`src/rtl/eem16_sweep_ctrl.sv`:
```
// eem16_sweep_ctrl
//   Hardware self-test sequencer for the 3-input minterm network z = m1+m2+m6.
//   A start request makes it drive x2:x1:x0 through rows 0..7. Each row is held
//   for SETTLE_CYCLES clocks and then z is sampled for one clock. The captured
//   8-bit truth table is compared against EXPECTED.
//
//   Optional feature (compile-time macro EEM16_SWEEP_ERRCNT_EN):
//     adds the err_cnt output, which counts rows where z != EXPECTED[row].
//
// Ports
//   clk       in   system clock, rising edge
//   rst_n     in   asynchronous reset, active low
//   start     in   level, sampled only in IDLE; begins a sweep
//   abort     in   synchronous; cancels a sweep in DRIVE/SAMPLE
//   z         in   output of the network under test
//   x0/x1/x2  out  network inputs, row index LSB..MSB
//   busy      out  high during DRIVE/SAMPLE
//   done      out  one-cycle pulse when a sweep completes
//   truth     out  captured table, bit i = z at row i
//   pass      out  truth == EXPECTED, updated with done
//   err_cnt   out  [3:0] mismatching rows (only with EEM16_SWEEP_ERRCNT_EN)
module eem16_sweep_ctrl #(
  parameter int unsigned SETTLE_CYCLES = 2,
  parameter logic [7:0]  EXPECTED      = 8'h46
) (
  input  logic       clk,
  input  logic       rst_n,
  input  logic       start,
  input  logic       abort,
  input  logic       z,
  output logic       x0,
  output logic       x1,
  output logic       x2,
  output logic       busy,
  output logic       done,
  output logic [7:0] truth,
  output logic       pass
`ifdef EEM16_SWEEP_ERRCNT_EN
  ,
  output logic [3:0] err_cnt
`endif
);

  localparam int unsigned    CW          = $clog2(SETTLE_CYCLES + 1);
  localparam logic [CW-1:0]  SETTLE_LAST = CW'(SETTLE_CYCLES - 1);

  typedef enum logic [1:0] {
    S_IDLE,
    S_DRIVE,
    S_SAMPLE,
    S_DONE
  } state_e;

  state_e        state_q;
  logic [2:0]    row_q;
  logic [2:0]    x_q;
  logic [CW-1:0] cnt_q;
  logic [7:0]    truth_q;
  logic [7:0]    truth_d;
  logic          busy_q;
  logic          done_q;
  logic          pass_q;
`ifdef EEM16_SWEEP_ERRCNT_EN
  logic [3:0]    err_q;
`endif

  // Table including the bit being sampled this cycle, so pass can be
  // registered on the same edge that captures row 7.
  always_comb begin
    truth_d        = truth_q;
    truth_d[row_q] = z;
  end

  always_ff @(posedge clk or negedge rst_n) begin
    if (!rst_n) begin
      state_q <= S_IDLE;
      row_q   <= '0;
      x_q     <= '0;
      cnt_q   <= '0;
      truth_q <= '0;
      busy_q  <= 1'b0;
      done_q  <= 1'b0;
      pass_q  <= 1'b0;
`ifdef EEM16_SWEEP_ERRCNT_EN
      err_q   <= '0;
`endif
    end else begin
      done_q <= 1'b0;
      case (state_q)
        S_IDLE: begin
          if (start) begin
            state_q <= S_DRIVE;
            row_q   <= '0;
            x_q     <= '0;
            cnt_q   <= '0;
            truth_q <= '0;
            pass_q  <= 1'b0;
            busy_q  <= 1'b1;
`ifdef EEM16_SWEEP_ERRCNT_EN
            err_q   <= '0;
`endif
          end
        end

        S_DRIVE, S_SAMPLE: begin
          if (abort) begin
            state_q <= S_IDLE;
            row_q   <= '0;
            x_q     <= '0;
            cnt_q   <= '0;
            truth_q <= '0;
            pass_q  <= 1'b0;
            busy_q  <= 1'b0;
`ifdef EEM16_SWEEP_ERRCNT_EN
            err_q   <= '0;
`endif
          end else if (state_q == S_DRIVE) begin
            if (cnt_q == SETTLE_LAST) begin
              state_q <= S_SAMPLE;
            end else begin
              cnt_q <= cnt_q + CW'(1);
            end
          end else begin
            truth_q <= truth_d;
`ifdef EEM16_SWEEP_ERRCNT_EN
            if (z != EXPECTED[row_q]) begin
              err_q <= err_q + 4'd1;
            end
`endif
            if (row_q == 3'd7) begin
              state_q <= S_DONE;
              busy_q  <= 1'b0;
              done_q  <= 1'b1;
              pass_q  <= (truth_d == EXPECTED);
            end else begin
              state_q <= S_DRIVE;
              row_q   <= row_q + 3'd1;
              x_q     <= row_q + 3'd1;
              cnt_q   <= '0;
            end
          end
        end

        S_DONE: begin
          state_q <= S_IDLE;
        end

        default: begin
          state_q <= S_IDLE;
        end
      endcase
    end
  end

  assign x0    = x_q[0];
  assign x1    = x_q[1];
  assign x2    = x_q[2];
  assign busy  = busy_q;
  assign done  = done_q;
  assign truth = truth_q;
  assign pass  = pass_q;
`ifdef EEM16_SWEEP_ERRCNT_EN
  assign err_cnt = err_q;
`endif

endmodule

```
`config.mk`:
```
export PLATFORM = sky130hd
export DESIGN_NAME = eem16_sweep_ctrl
export DESIGN_NICKNAME = d
export VERILOG_FILES = /design/src/rtl/eem16_sweep_ctrl.sv
export SDC_FILE = /design/constraint.sdc
export NUM_CORES = 1
export LEC_CHECK = 0
export BUFFER_PORTS_ARGS = -buffer_cell sky130_fd_sc_hd__buf_2
export CELL_PAD_IN_SITES_DETAIL_PLACEMENT = 0
export CELL_PAD_IN_SITES_GLOBAL_PLACEMENT = 1
export CORE_MARGIN = 1
export CORE_UTILIZATION = 38
export CTS_BUF_LIST = sky130_fd_sc_hd__clkbuf_16
export DETAILED_ROUTE_END_ITERATION = 12
export PLACE_DENSITY_LB_ADDON = 0.3
export SLEW_MARGIN = 0
export SYNTH_ARGS = -nofsm -noshare
export SYNTH_HDL_FRONTEND = slang
export SYNTH_SLANG_ARGS = --single-unit
export TNS_END_PERCENT = 100
```
`constraint.sdc`:
```
create_clock -name clk -period 1.6 [get_ports clk]
set_input_delay 0.24 -clock clk [delete_from_list [all_inputs] [get_ports clk]]
set_output_delay 0.24 -clock clk [all_outputs]
set_load 0.005 [all_outputs]
```
==> results by group <==
Die
  – I/O pins: 19
  – Initial cell density of the core: 0.396
  – Height of the die: 58.2 um
  – Placeable Area: 3030 um2
  – Die area: 3390 um2
  – Number of cell rows: 20
  – Die Span X: 58.2 um

Hold path
  – HP Start: start
  – End of the worst hold path: busy$_DFFE_PN0P_
  – Hold crit path type: input pin to register
  – Worst hold path stage count: 3

Power
  – Leakage dissipation: 0.000813 uW
  – P per Cell Area: 1850 nW/um2
  – Maximum resistive drop on vdd: 1.19 mV

Timing
  – RSZ-0062 raised after global routing: true
  – Final period utilization: 1.02
  – Setup-failing EPs final: 2
  – Number of pins exceeding their max-slew limit in the final report: 0
  – Setup skew after layout: 1.77 ps
  – Worst setup margin: -38.9 ps
  – Final Hold Vio Count: 0
  – Final min period: 1640 ps
  – Slew at the pin with the worst max-slew slack: 426 ps
  – Worst hold slack: 251 ps
  – Relative max-transition margin: 0.716
  – Max Fclk: 610 MHz

Cells and area
  – Most frequent standard cell in the layout excluding fill and tap cells: sky130_fd_sc_hd__buf_4
  – Number of nets at the end of the flow: 183
  – Count of placed standard cells in the final layout, fillers left out: 215
  – Fin util: 0.570
  – Commonest cells after routing, fill and taps aside: sky130_fd_sc_hd__buf_4 (31), sky130_fd_sc_hd__dfrtp_1 (18), sky130_fd_sc_hd__buf_2 (18)
  – Ratio of cells with drive above 1 in the final layout: 0.503
  – Area Overhead vs Synth: 43.9%
  – Number of inserted diodes: 0

Global route
  – First-pass GRT wire length: 4.68 mm
  – M2 GR Usage: 0.332
  – Met1 track utilization from global routing: 0.217
  – Fraction of met3 tracks used by global routing: 0.0335
  – Initial antenna violation count: 0
  – Number of global-route vias before repair: 1045
  – Leftover overflow at the end of global routing: 0
  – Largest net degree at the start of global routing: 19
  – Peak-usage layer in the global routing report: met2
  – Overall Global Routing Usage: 0.185

Synth
  – Post-synth net total: 133
  – Avg Cell Area, Syn: 9.84 um2
  – Async S/R FF share, synth: 1.00
  – Post-synthesis instance area: 1200 um2
  – Number of enable flip-flop cells after synthesis: 0
  – Fraction of post-synthesis cell area in the top cell type by area: 0.375
  – Synthesis-stage register bit count: 18
  – Primary flip-flop cell chosen by synthesis mapping: sky130_fd_sc_hd__dfrtp_1
  – Gate Count Post-Synth: 122
  – Register area share after synthesis: 0.375
  – Top area cells in the synthesized netlist: sky130_fd_sc_hd__dfrtp_1 (38%), sky130_fd_sc_hd__ha_1 (6.3%), sky130_fd_sc_hd__a21oi_1 (3.3%), sky130_fd_sc_hd__nand2b_1 (3.1%), sky130_fd_sc_hd__o21ai_0 (2.9%)
  – Number of distinct library cells after synthesis: 46
  – Yosys top cell by area: sky130_fd_sc_hd__dfrtp_1
  – Yosys warning total: 0

Clock tree
  – Clock-pin slew on the worst setup and hold paths: 50 ps
  – Later-pin clock latency in the skew report: 250 ps
  – CTS buffer count: 3
  – Number of clock sinks: 18
  – Clock H-tree levels: 1
  – Clk Tree Root Cell: sky130_fd_sc_hd__clkbuf_16
  – Maximum number of buffers from clock root to sink: 2
  – Clock tree from TritonCTS: built

Worst setup path
  – Internal reg-to-reg setup slack: -40 ps
  – Register-to-Register Path Depth: 5
  – Kind of critical path: register to register
  – Worst R2R Start: state_q[1]$_DFFE_PN0P_
  – Element type at the critical path end: register
  – Worst EP required: 1750 ps
  – Endpoint of the worst-slack reg-to-reg timing path: pass$_DFFE_PN0P_
  – Crit Path Max Fanout: 7
  – Arrival time reported for the critical path endpoint: 1790 ps
  – Critical Path Source Type: register

Drt
  – Wire length reported by the detailed router: 3.01 mm
  – Violation count after the first detailed-route iteration: 21
  – WL/cell: 14.0 um
  – DR DRC count: 0
  – Detailed-routing iteration count for the pre-antenna-repair pass: 4
  – Post-detailed-route count of antenna-violating nets: 0
  – Post-DR vias/cell: 5.12
  – Vias after detailed routing: 1101

Place
  – Final HPWL from detailed placement: 2.14 mm
  – Weighted congestion at the end of routability-driven global placement: 0.767
  – PortBufs: 18
  – Number of placed instances, taps included: 205

Status
  – Run status: complete, but fails checks
  – Violations in the final reports: setup timing

Job
  – Number of maximum-capacitance constraint violations: 0
-- worst max-delay path, stage by stage (launching register included) --
cell and delay [ps]:
sky130_fd_sc_hd__dfrtp_1 380, sky130_fd_sc_hd__inv_2 80, sky130_fd_sc_hd__ha_4 220, sky130_fd_sc_hd__nor2b_4 150
sky130_fd_sc_hd__a211o_4 370, sky130_fd_sc_hd__o41ai_2 330
-- cells in the mapped netlist (2+ instances only) --
master,n
sky130_fd_sc_hd__nand3b_1,3
sky130_fd_sc_hd__inv_1,7
sky130_fd_sc_hd__o21ai_1,4
sky130_fd_sc_hd__nand2_1,6
sky130_fd_sc_hd__ha_1,6
sky130_fd_sc_hd__and3_1,2
sky130_fd_sc_hd__nor2_1,8
sky130_fd_sc_hd__mux2_2,2
sky130_fd_sc_hd__o22ai_1,2
sky130_fd_sc_hd__a22o_1,3
sky130_fd_sc_hd__buf_4,2
sky130_fd_sc_hd__o2bb2ai_1,4
sky130_fd_sc_hd__a21oi_1,8
sky130_fd_sc_hd__nor3b_1,2
sky130_fd_sc_hd__o31ai_1,2
sky130_fd_sc_hd__dfrtp_1,18
sky130_fd_sc_hd__nand3_1,2
sky130_fd_sc_hd__nand2b_1,6
sky130_fd_sc_hd__nor3_1,2
sky130_fd_sc_hd__o21ai_0,7
-- stage by stage --
step           area (um2)  total power (uW)  TNS [ps]  setup slack, ps
3_5_place_dp         1530              2340      -101            -35.4
3_3_place_gp         1530              2300         0             4.03
6_report             1730              3190     -54.8            -38.9
2_1_floorplan        1220              1740         0             21.3
4_1_cts              1650              2960     -25.1            -25.1
5_1_grt              1730              3430      -661             -101
-- cells by family (layout without fill, tap and decap cells) --
logic type	after synthesis	count (layout)	share of synthesized area
flops	18	18	0.375
buf+inv	12	61	0.0511
mux	3	3	0.0271
compound gates	38	38	0.236
fa+ha+maj	6	6	0.0626
simple gates	45	45	0.248
-- final cells by class --
type | instances | area, um2
flip-flops and latches | 18 | 450
inverters | 7 | 26.3
clock buffers | 3 | 75.1
clock inverters | 1 | 3.75
repair buffers | 50 | 333
fillers | 274 | 1300
well taps | 44 | 55.1
multi-input cells | 92 | 783
-- registers in the layout, indices dropped and copies added, names as in the netlist --
signal   cells
pass         1
x_q          3
truth        8
busy         1
done         1
state_q      2
cnt_q        2
-- metal layers --
layer	wire length (um)	vias to the layer above
li1	-	546
met1	1340	536
met2	1580	14
met3	52	5
met4	40	0
met5	0	-
-- what timing repair did --
action	CTS	global route
gates resized for setup	7	12
endpoints found under the setup margin	9	15
setup buffers	1	4
pin swaps	1	10
hold endpoints to repair	18	0
hold buffers	1	0
-- power breakdown --
group | switching (uW) | leakage [uW] | internal (uW)
Clock | 179 | 0.0000385 | 333
Sequential | 81.9 | 0.000245 | 549
Combinational | 1020 | 0.000529 | 1030
Total | 1280 | 0.000813 | 1910
-- worst max-delay path by stage --
stage	from	endpoint	slack [ps]	cells past startpoint
final	state_q[1]$_DFFE_PN0P_	pass$_DFFE_PN0P_	-40	5
after global routing	state_q[0]$_DFFE_PN0P_	pass$_DFFE_PN0P_	-100	5
after CTS	state_q[0]$_DFFE_PN0P_	pass$_DFFE_PN0P_	-30	5
after detailed placement	state_q[1]$_DFFE_PN0P_	state_q[0]$_DFFE_PN0P_	-40	6
after global placement	state_q[0]$_DFFE_PN0P_	pass$_DFFE_PN0P_	4	5
after floorplan	x_q[0]$_DFFE_PN0P_	cnt_q[1]$_DFFE_PN0P_	20	6
No activity file was read; power rests on OpenSTA's default activity.
